==> src/rtl/pc_gen_pkg.sv <==
// pc_gen_pkg: shared encodings for the program-counter generator.
//   pc_sel_e : 2-bit next-PC mode select (NOJUMP/J_OFFSET keep their legacy codes)
//   state_e  : fetch FSM states
//   PC_STEP  : sequential instruction stride in bytes
package pc_gen_pkg;

  typedef enum logic [1:0] {
    PC_NOJUMP   = 2'b00,
    PC_J_OFFSET = 2'b01,
    PC_JALR     = 2'b10,
    PC_TRAP     = 2'b11
  } pc_sel_e;

  typedef enum logic [1:0] {
    ST_BOOT  = 2'b00,
    ST_FETCH = 2'b01,
    ST_EXEC  = 2'b10
  } state_e;

  localparam int PC_STEP = 4;

endpackage

==> src/rtl/pc_gen_npc_calc.sv <==
// pc_gen_npc_calc: combinational next-PC computation.
//   Inputs : pc, pc_sel, imm_ext, rs1, mtvec, trap_req
//   Outputs: npc       - value the PC register loads on retirement
//            misalign  - selected jump target is misaligned and is being
//                        redirected to the trap vector (never set on trap_req)
//            take_trap - trap_req or misaligned redirect; mepc must capture pc
module pc_gen_npc_calc
  import pc_gen_pkg::*;
#(
  parameter int XLEN   = 32,
  parameter int IALIGN = 4
) (
  input  logic [XLEN-1:0] pc,
  input  logic [1:0]      pc_sel,
  input  logic [XLEN-1:0] imm_ext,
  input  logic [XLEN-1:0] rs1,
  input  logic [XLEN-1:0] mtvec,
  input  logic            trap_req,
  output logic [XLEN-1:0] npc,
  output logic            misalign,
  output logic            take_trap
);

  localparam logic [XLEN-1:0] ALIGN_MASK = XLEN'(IALIGN - 1);
  localparam logic [XLEN-1:0] STEP       = XLEN'(PC_STEP);

  pc_sel_e         sel;
  logic [XLEN-1:0] trap_vec;
  logic [XLEN-1:0] jalr_sum;
  logic [XLEN-1:0] target;
  logic            check_align;
  logic            bad_align;

  assign sel      = pc_sel_e'(pc_sel);
  // Trap vector is always used in direct mode: mode bits [1:0] are dropped.
  assign trap_vec = {mtvec[XLEN-1:2], 2'b00};
  assign jalr_sum = rs1 + imm_ext;

  always_comb begin
    target      = pc + STEP;
    check_align = 1'b0;
    case (sel)
      PC_J_OFFSET: begin
        target      = pc + imm_ext;
        check_align = 1'b1;
      end
      PC_JALR: begin
        target      = {jalr_sum[XLEN-1:1], 1'b0};
        check_align = 1'b1;
      end
      PC_TRAP:  target = trap_vec;
      default:  target = pc + STEP;
    endcase
  end

  // Only computed control transfers can be misaligned; sequential and trap
  // targets are aligned by construction.
  assign bad_align = check_align && ((target & ALIGN_MASK) != '0);
  assign take_trap = trap_req || bad_align;
  assign misalign  = bad_align && !trap_req;
  assign npc       = take_trap ? trap_vec : target;

endmodule

==> src/rtl/pc_gen.sv <==
// pc_gen: architectural PC register with instruction fetch handshake.
//   clk, rst_n                       : clock, async active-low reset
//   pc_sel, imm_ext, rs1, mtvec      : next-PC mode and operands
//   trap_req, instr_done             : retirement controls (sampled in EXEC)
//   imem_req, imem_addr, imem_ack    : fetch handshake (req held until ack)
//   pc, npc                          : current PC, next-PC preview
//   misalign                         : one-cycle pulse after misaligned redirect
//   mepc                             : PC of last trapping instruction
//   busy                             : high while in FETCH
module pc_gen
  import pc_gen_pkg::*;
#(
  parameter int              XLEN      = 32,
  parameter logic [XLEN-1:0] RESET_VEC = '0,
  parameter int              IALIGN    = 4
) (
  input  logic            clk,
  input  logic            rst_n,
  input  logic [1:0]      pc_sel,
  input  logic [XLEN-1:0] imm_ext,
  input  logic [XLEN-1:0] rs1,
  input  logic [XLEN-1:0] mtvec,
  input  logic            trap_req,
  input  logic            instr_done,
  output logic            imem_req,
  output logic [XLEN-1:0] imem_addr,
  input  logic            imem_ack,
  output logic [XLEN-1:0] pc,
  output logic [XLEN-1:0] npc,
  output logic            misalign,
  output logic [XLEN-1:0] mepc,
  output logic            busy
);

  state_e          state_reg;
  logic [XLEN-1:0] pc_reg;
  logic [XLEN-1:0] mepc_reg;
  logic            req_reg;
  logic            misalign_reg;

  logic [XLEN-1:0] npc_calc;
  logic            redirect_mis;
  logic            take_trap;

  pc_gen_npc_calc #(
    .XLEN   (XLEN),
    .IALIGN (IALIGN)
  ) u_npc_calc (
    .pc        (pc_reg),
    .pc_sel    (pc_sel),
    .imm_ext   (imm_ext),
    .rs1       (rs1),
    .mtvec     (mtvec),
    .trap_req  (trap_req),
    .npc       (npc_calc),
    .misalign  (redirect_mis),
    .take_trap (take_trap)
  );

  always_ff @(posedge clk or negedge rst_n) begin
    if (!rst_n) begin
      state_reg    <= ST_BOOT;
      pc_reg       <= RESET_VEC;
      mepc_reg     <= '0;
      req_reg      <= 1'b0;
      misalign_reg <= 1'b0;
    end else begin
      // misalign is a pulse: cleared every cycle unless re-armed below.
      misalign_reg <= 1'b0;
      case (state_reg)
        ST_BOOT: begin
          state_reg <= ST_FETCH;
          req_reg   <= 1'b1;
        end
        ST_FETCH: begin
          if (imem_ack) begin
            state_reg <= ST_EXEC;
            req_reg   <= 1'b0;
          end
        end
        ST_EXEC: begin
          if (instr_done) begin
            pc_reg       <= npc_calc;
            misalign_reg <= redirect_mis;
            if (take_trap) begin
              mepc_reg <= pc_reg;
            end
            state_reg <= ST_FETCH;
            req_reg   <= 1'b1;
          end
        end
        default: begin
          state_reg <= ST_BOOT;
          req_reg   <= 1'b0;
        end
      endcase
    end
  end

  assign pc        = pc_reg;
  assign imem_addr = pc_reg;
  assign imem_req  = req_reg;
  assign busy      = req_reg;   // request is asserted exactly while in FETCH
  assign npc       = npc_calc;
  assign misalign  = misalign_reg;
  assign mepc      = mepc_reg;

endmodule
==> config.mk <==
export PLATFORM = sky130hd
export DESIGN_NAME = pc_gen
export DESIGN_NICKNAME = d
export VERILOG_FILES = /design/src/rtl/pc_gen_pkg.sv /design/src/rtl/pc_gen_npc_calc.sv /design/src/rtl/pc_gen.sv
export SDC_FILE = /design/constraint.sdc
export NUM_CORES = 1
export LEC_CHECK = 0
export ABC_AREA = 1
export CAP_MARGIN = 5
export CORE_MARGIN = 4
export CORE_UTILIZATION = 30
export DETAILED_ROUTE_END_ITERATION = 8
export RECOVER_POWER = 100
export SLEW_MARGIN = 20
export SYNTH_ARGS = -nofsm -noshare
export SYNTH_HDL_FRONTEND = slang
export SYNTH_HIERARCHICAL = 1
export SYNTH_SLANG_ARGS = --single-unit
==> constraint.sdc <==
create_clock -name clk -period 5.3 [get_ports clk]
set_input_delay 1.59 -clock clk [delete_from_list [all_inputs] [get_ports clk]]
set_output_delay 1.59 -clock clk [all_outputs]
set_load 0.05 [all_outputs]
==> flow_metrics.env <==
export IMPL_grt_antenna_before_repair=0
export IMPL_gp_congestion=0.937
export IMPL_routed_via_density=4.95
export IMPL_nFillCells=2969
export IMPL_die_w_um=184
export IMPL_fin_area_um2=16000
export IMPL_ys_warn_count=6
export IMPL_finalSetupViolCount=1
export IMPL_end_kind="primary output"
export IMPL_netlist_area_um2=9270
export IMPL_violations="max-capacitance violations, max-slew violations, negative setup slack"
export IMPL_drt_total_wl_mm=41.7
export IMPL_yosysTopAreaCell="nand2_1"
export IMPL_fmax_mhz=188
export IMPL_drive_gt1_share_pct=34.9
export IMPL_clockBufferDepth=2
export IMPL_worst_hold_slack_ps=467
export IMPL_syn_nets=1797
export IMPL_area_growth_pct=72.8
export IMPL_overflow=0
export IMPL_vias=12023
export IMPL_drtIter0Drc=944
export IMPL_placed_area_um2=13500
export IMPL_tritoncts="done"
export IMPL_outcome="complete, but fails checks"
export IMPL_clk_pin_slew_ps=50
export IMPL_multi_input_area_um2=8390
export IMPL_grt_pass1_vias=11766
export IMPL_crit_path_start_kind="input pin"
export IMPL_insertion_delay_ps=330
export IMPL_ys_types=45
export IMPL_nNetsFinal=2197
export IMPL_ys_seq_area_share_pct=18.1
export IMPL_worstMarginPinSlew_ps=2000
export IMPL_ys_async_sr_fraction_pct=100
export IMPL_row_count=64
export IMPL_hp_class="reg -> reg"
export IMPL_die_h_um=184
export IMPL_synth_avg_cell_area_um2=5.70
export IMPL_p_leak_uw=0.00810
export IMPL_clock_skew_ps=7.67
export IMPL_synthFlopType="dfrtp_1"
export IMPL_cts_made_buffers=9
export IMPL_netlist_instances=1626
export IMPL_drv_slew=70
export IMPL_power_density_nw_per_um2=451
export IMPL_grt_pass1_wl_mm=63.7
export IMPL_drv_cap=2
export IMPL_htree_num_levels=3
export IMPL_ir_drop_mv=0.369
export IMPL_clock_sinks=67
export IMPL_min_period_ps=5310
export IMPL_crit_type="in -> out"
export IMPL_avgRoutedWirePerCell_um=17.2
export IMPL_layout_worst_path_cycle_share_pct=100
export IMPL_die_area_um2=33800
export IMPL_ctsHoldBuffers=0
export IMPL_regArea_um2=1680
export IMPL_postRouteAntennaNets=0
export IMPL_finalHoldViolCount=0
export IMPL_relSlewSlack_pct=-33.4
export IMPL_initial_core_util_pct=30.4
export IMPL_first_pass_iters=5
export IMPL_synthTopCellsByArea="nand2_1 (26%), dfrtp_1 (18%), nand3_1 (9.7%)"
export IMPL_ys_ff_latch=67
export IMPL_grt_max_degree=67
export IMPL_cts_root_buf="clkbuf_16"
export IMPL_critPathArrivalTime_ps=3720
export IMPL_numPortBuffers=231
export IMPL_synth_edf_count=0
export IMPL_rsz0062_at_grt="yes"
export IMPL_total_power_uw=7220
export IMPL_hpwl_mm=33.0
export IMPL_antenna_cells=0
export IMPL_worstPathMaxFanout=4
export IMPL_fin_ws_ps=-6.10
export IMPL_io_pins=234
export IMPL_cp_required_ps=3710
export IMPL_synth_top_area_share_pct=25.6
export IMPL_grt_usage_pct=23.6
export IMPL_drc=0
export IMPL_core_um2=30500
==> routing by layer <==
metal	up-vias	global-route usage, %	wire length (um)
li1	5982	-	-
met3	39	3.36	2730
met1	5597	32.1	18300
met4	0	4.67	847
met5	-	0	0
met2	405	40.2	19800
==> per-stage QoR <==
step | std cells | setup WS, ps | utilization, % | setup TNS, ps
after detailed placement | 2381 | -522 | 44.3 | -13610
after floorplan | 1626 | -23.2 | - | -92.5
after global routing | 2427 | -87.4 | 52.5 | -1000
after CTS | 2413 | -11.2 | 50.3 | -20.1
after global placement | 2381 | -531 | 44.3 | -13250
final | 2427 | -6.10 | 52.5 | -6.10
==> what timing repair did <==
action                     in CTS  in global routing
hold endpoints to repair        0                  0
buffers inserted               16                 14
resized for setup             378                205
pin swaps                      93                104
setup endpoints to repair      32                 28
cloned                          1                  0
==> final timing paths <==
| kind | startpoint | to | slack (ps) | depth (start not counted) |
|---|---|---|---|---|
| worst min register to register | mepc[20] | mepc[20] | 470 | 2 |
| max in group asynchronous | rst_n | mepc[6] | 1000 | 2 |
| worst min-delay path | mepc[20] | mepc[20] | 470 | 2 |
| min in group asynchronous | rst_n | imem_addr[3] | 1830 | 1 |
| worst max register to register | imem_addr[0] | mepc[27] | 1640 | 16 |
| worst max-delay path | imm_ext[13] | npc[30] | -6 | 17 |
==> cells in the mapped netlist, types with 3 or more instances <==
master,n
a21oi_1,99
dfrtp_1,67
nor4_1,9
nand2_1,631
nand2_2,10
o21ai_1,9
nand3_2,3
o2111ai_1,3
buf_4,40
nand3b_1,10
nor2_2,8
nor3_1,16
inv_1,198
xnor2_1,8
clkbuf_1,9
nand4_1,12
buf_1,3
ha_1,66
buf_2,19
o211ai_1,8
o21bai_1,11
a21o_1,3
or2_2,6
nor2_4,3
nand3_1,180
o21ai_0,33
xor2_1,19
nor2_1,101
inv_2,18
nor3_2,3
==> area by class of cell <==
class	count	area share, %
Inverter	216	5.08
Tap cell	396	3.09
Clock inverter	7	0.875
Timing Repair Buffer	460	26.6
Multi-Input combinational cell	1271	52.4
Clock buffer	9	1.41
Sequential cell	67	10.5
Timing Repair inverter	1	0.0469
==> power breakdown <==
group	internal [uW]	leakage, uW	total [uW]	switching, uW
logic	2030	0.00706	5350	3320
registers	713	0.000870	1140	422
clock network	506	0.000172	731	225
total	3250	0.00810	7220	3970
==> cell families (layout without fill, tap and decap cells) <==
kind of cell               Yosys count  after routing  share of synthesized area [%]
adders and majority gates           68             68                           9.34
buffers and inverters              288            693                           13.6
AOI/OAI and AO/OA                  177            177                           10.7
and+or+nand+nor                    999            999                           45.7
DFF                                 67             67                           18.1
xor gates and xnor gates            27             27                           2.55
==> layout by cell type (no fill, tap or decap), drive strengths merged, types with 2 or more instances in the layout <==
master | Yosys | routed
a21o | 3 | 3
dlygate4sd3 | 0 | 96
nand3b | 10 | 10
a21oi | 101 | 101
nor4 | 9 | 9
o21ai | 43 | 43
clkinvlp | 0 | 3
fa | 2 | 2
xnor2 | 8 | 8
clkbuf | 9 | 26
and2 | 2 | 2
buf | 63 | 269
o221ai | 2 | 2
bufinv | 0 | 4
a21boi | 2 | 2
xor2 | 19 | 19
nor3 | 20 | 20
dfrtp | 67 | 67
o21bai | 12 | 12
dlymetal6s2s | 0 | 3
or2 | 7 | 7
nand4 | 13 | 13
nor2 | 112 | 112
inv | 216 | 216
nand2 | 641 | 641
clkdlybuf4s15 | 0 | 9
o2111ai | 3 | 3
ha | 66 | 66
nand3 | 183 | 183
clkdlybuf4s50 | 0 | 39
o211ai | 8 | 8
and3 | 2 | 2
dlygate4sd2 | 0 | 27
==> worst max-delay path, stage by stage <==
cell and delay, ps:
clkdlybuf4s15_2 250, ha_4 300, nand2_4 70, inv_1 60, nand2_1 80, nand3_2 100
a21oi_2 170, nand2_4 90, buf_4 150, nand2_2 50, nand2_1 50, nand2_1 80
nand3_2 100, nand3_2 110, nand2_1 60, a21oi_2 220, buf_12 170
Note: power is estimated with default switching activity, not from simulation.
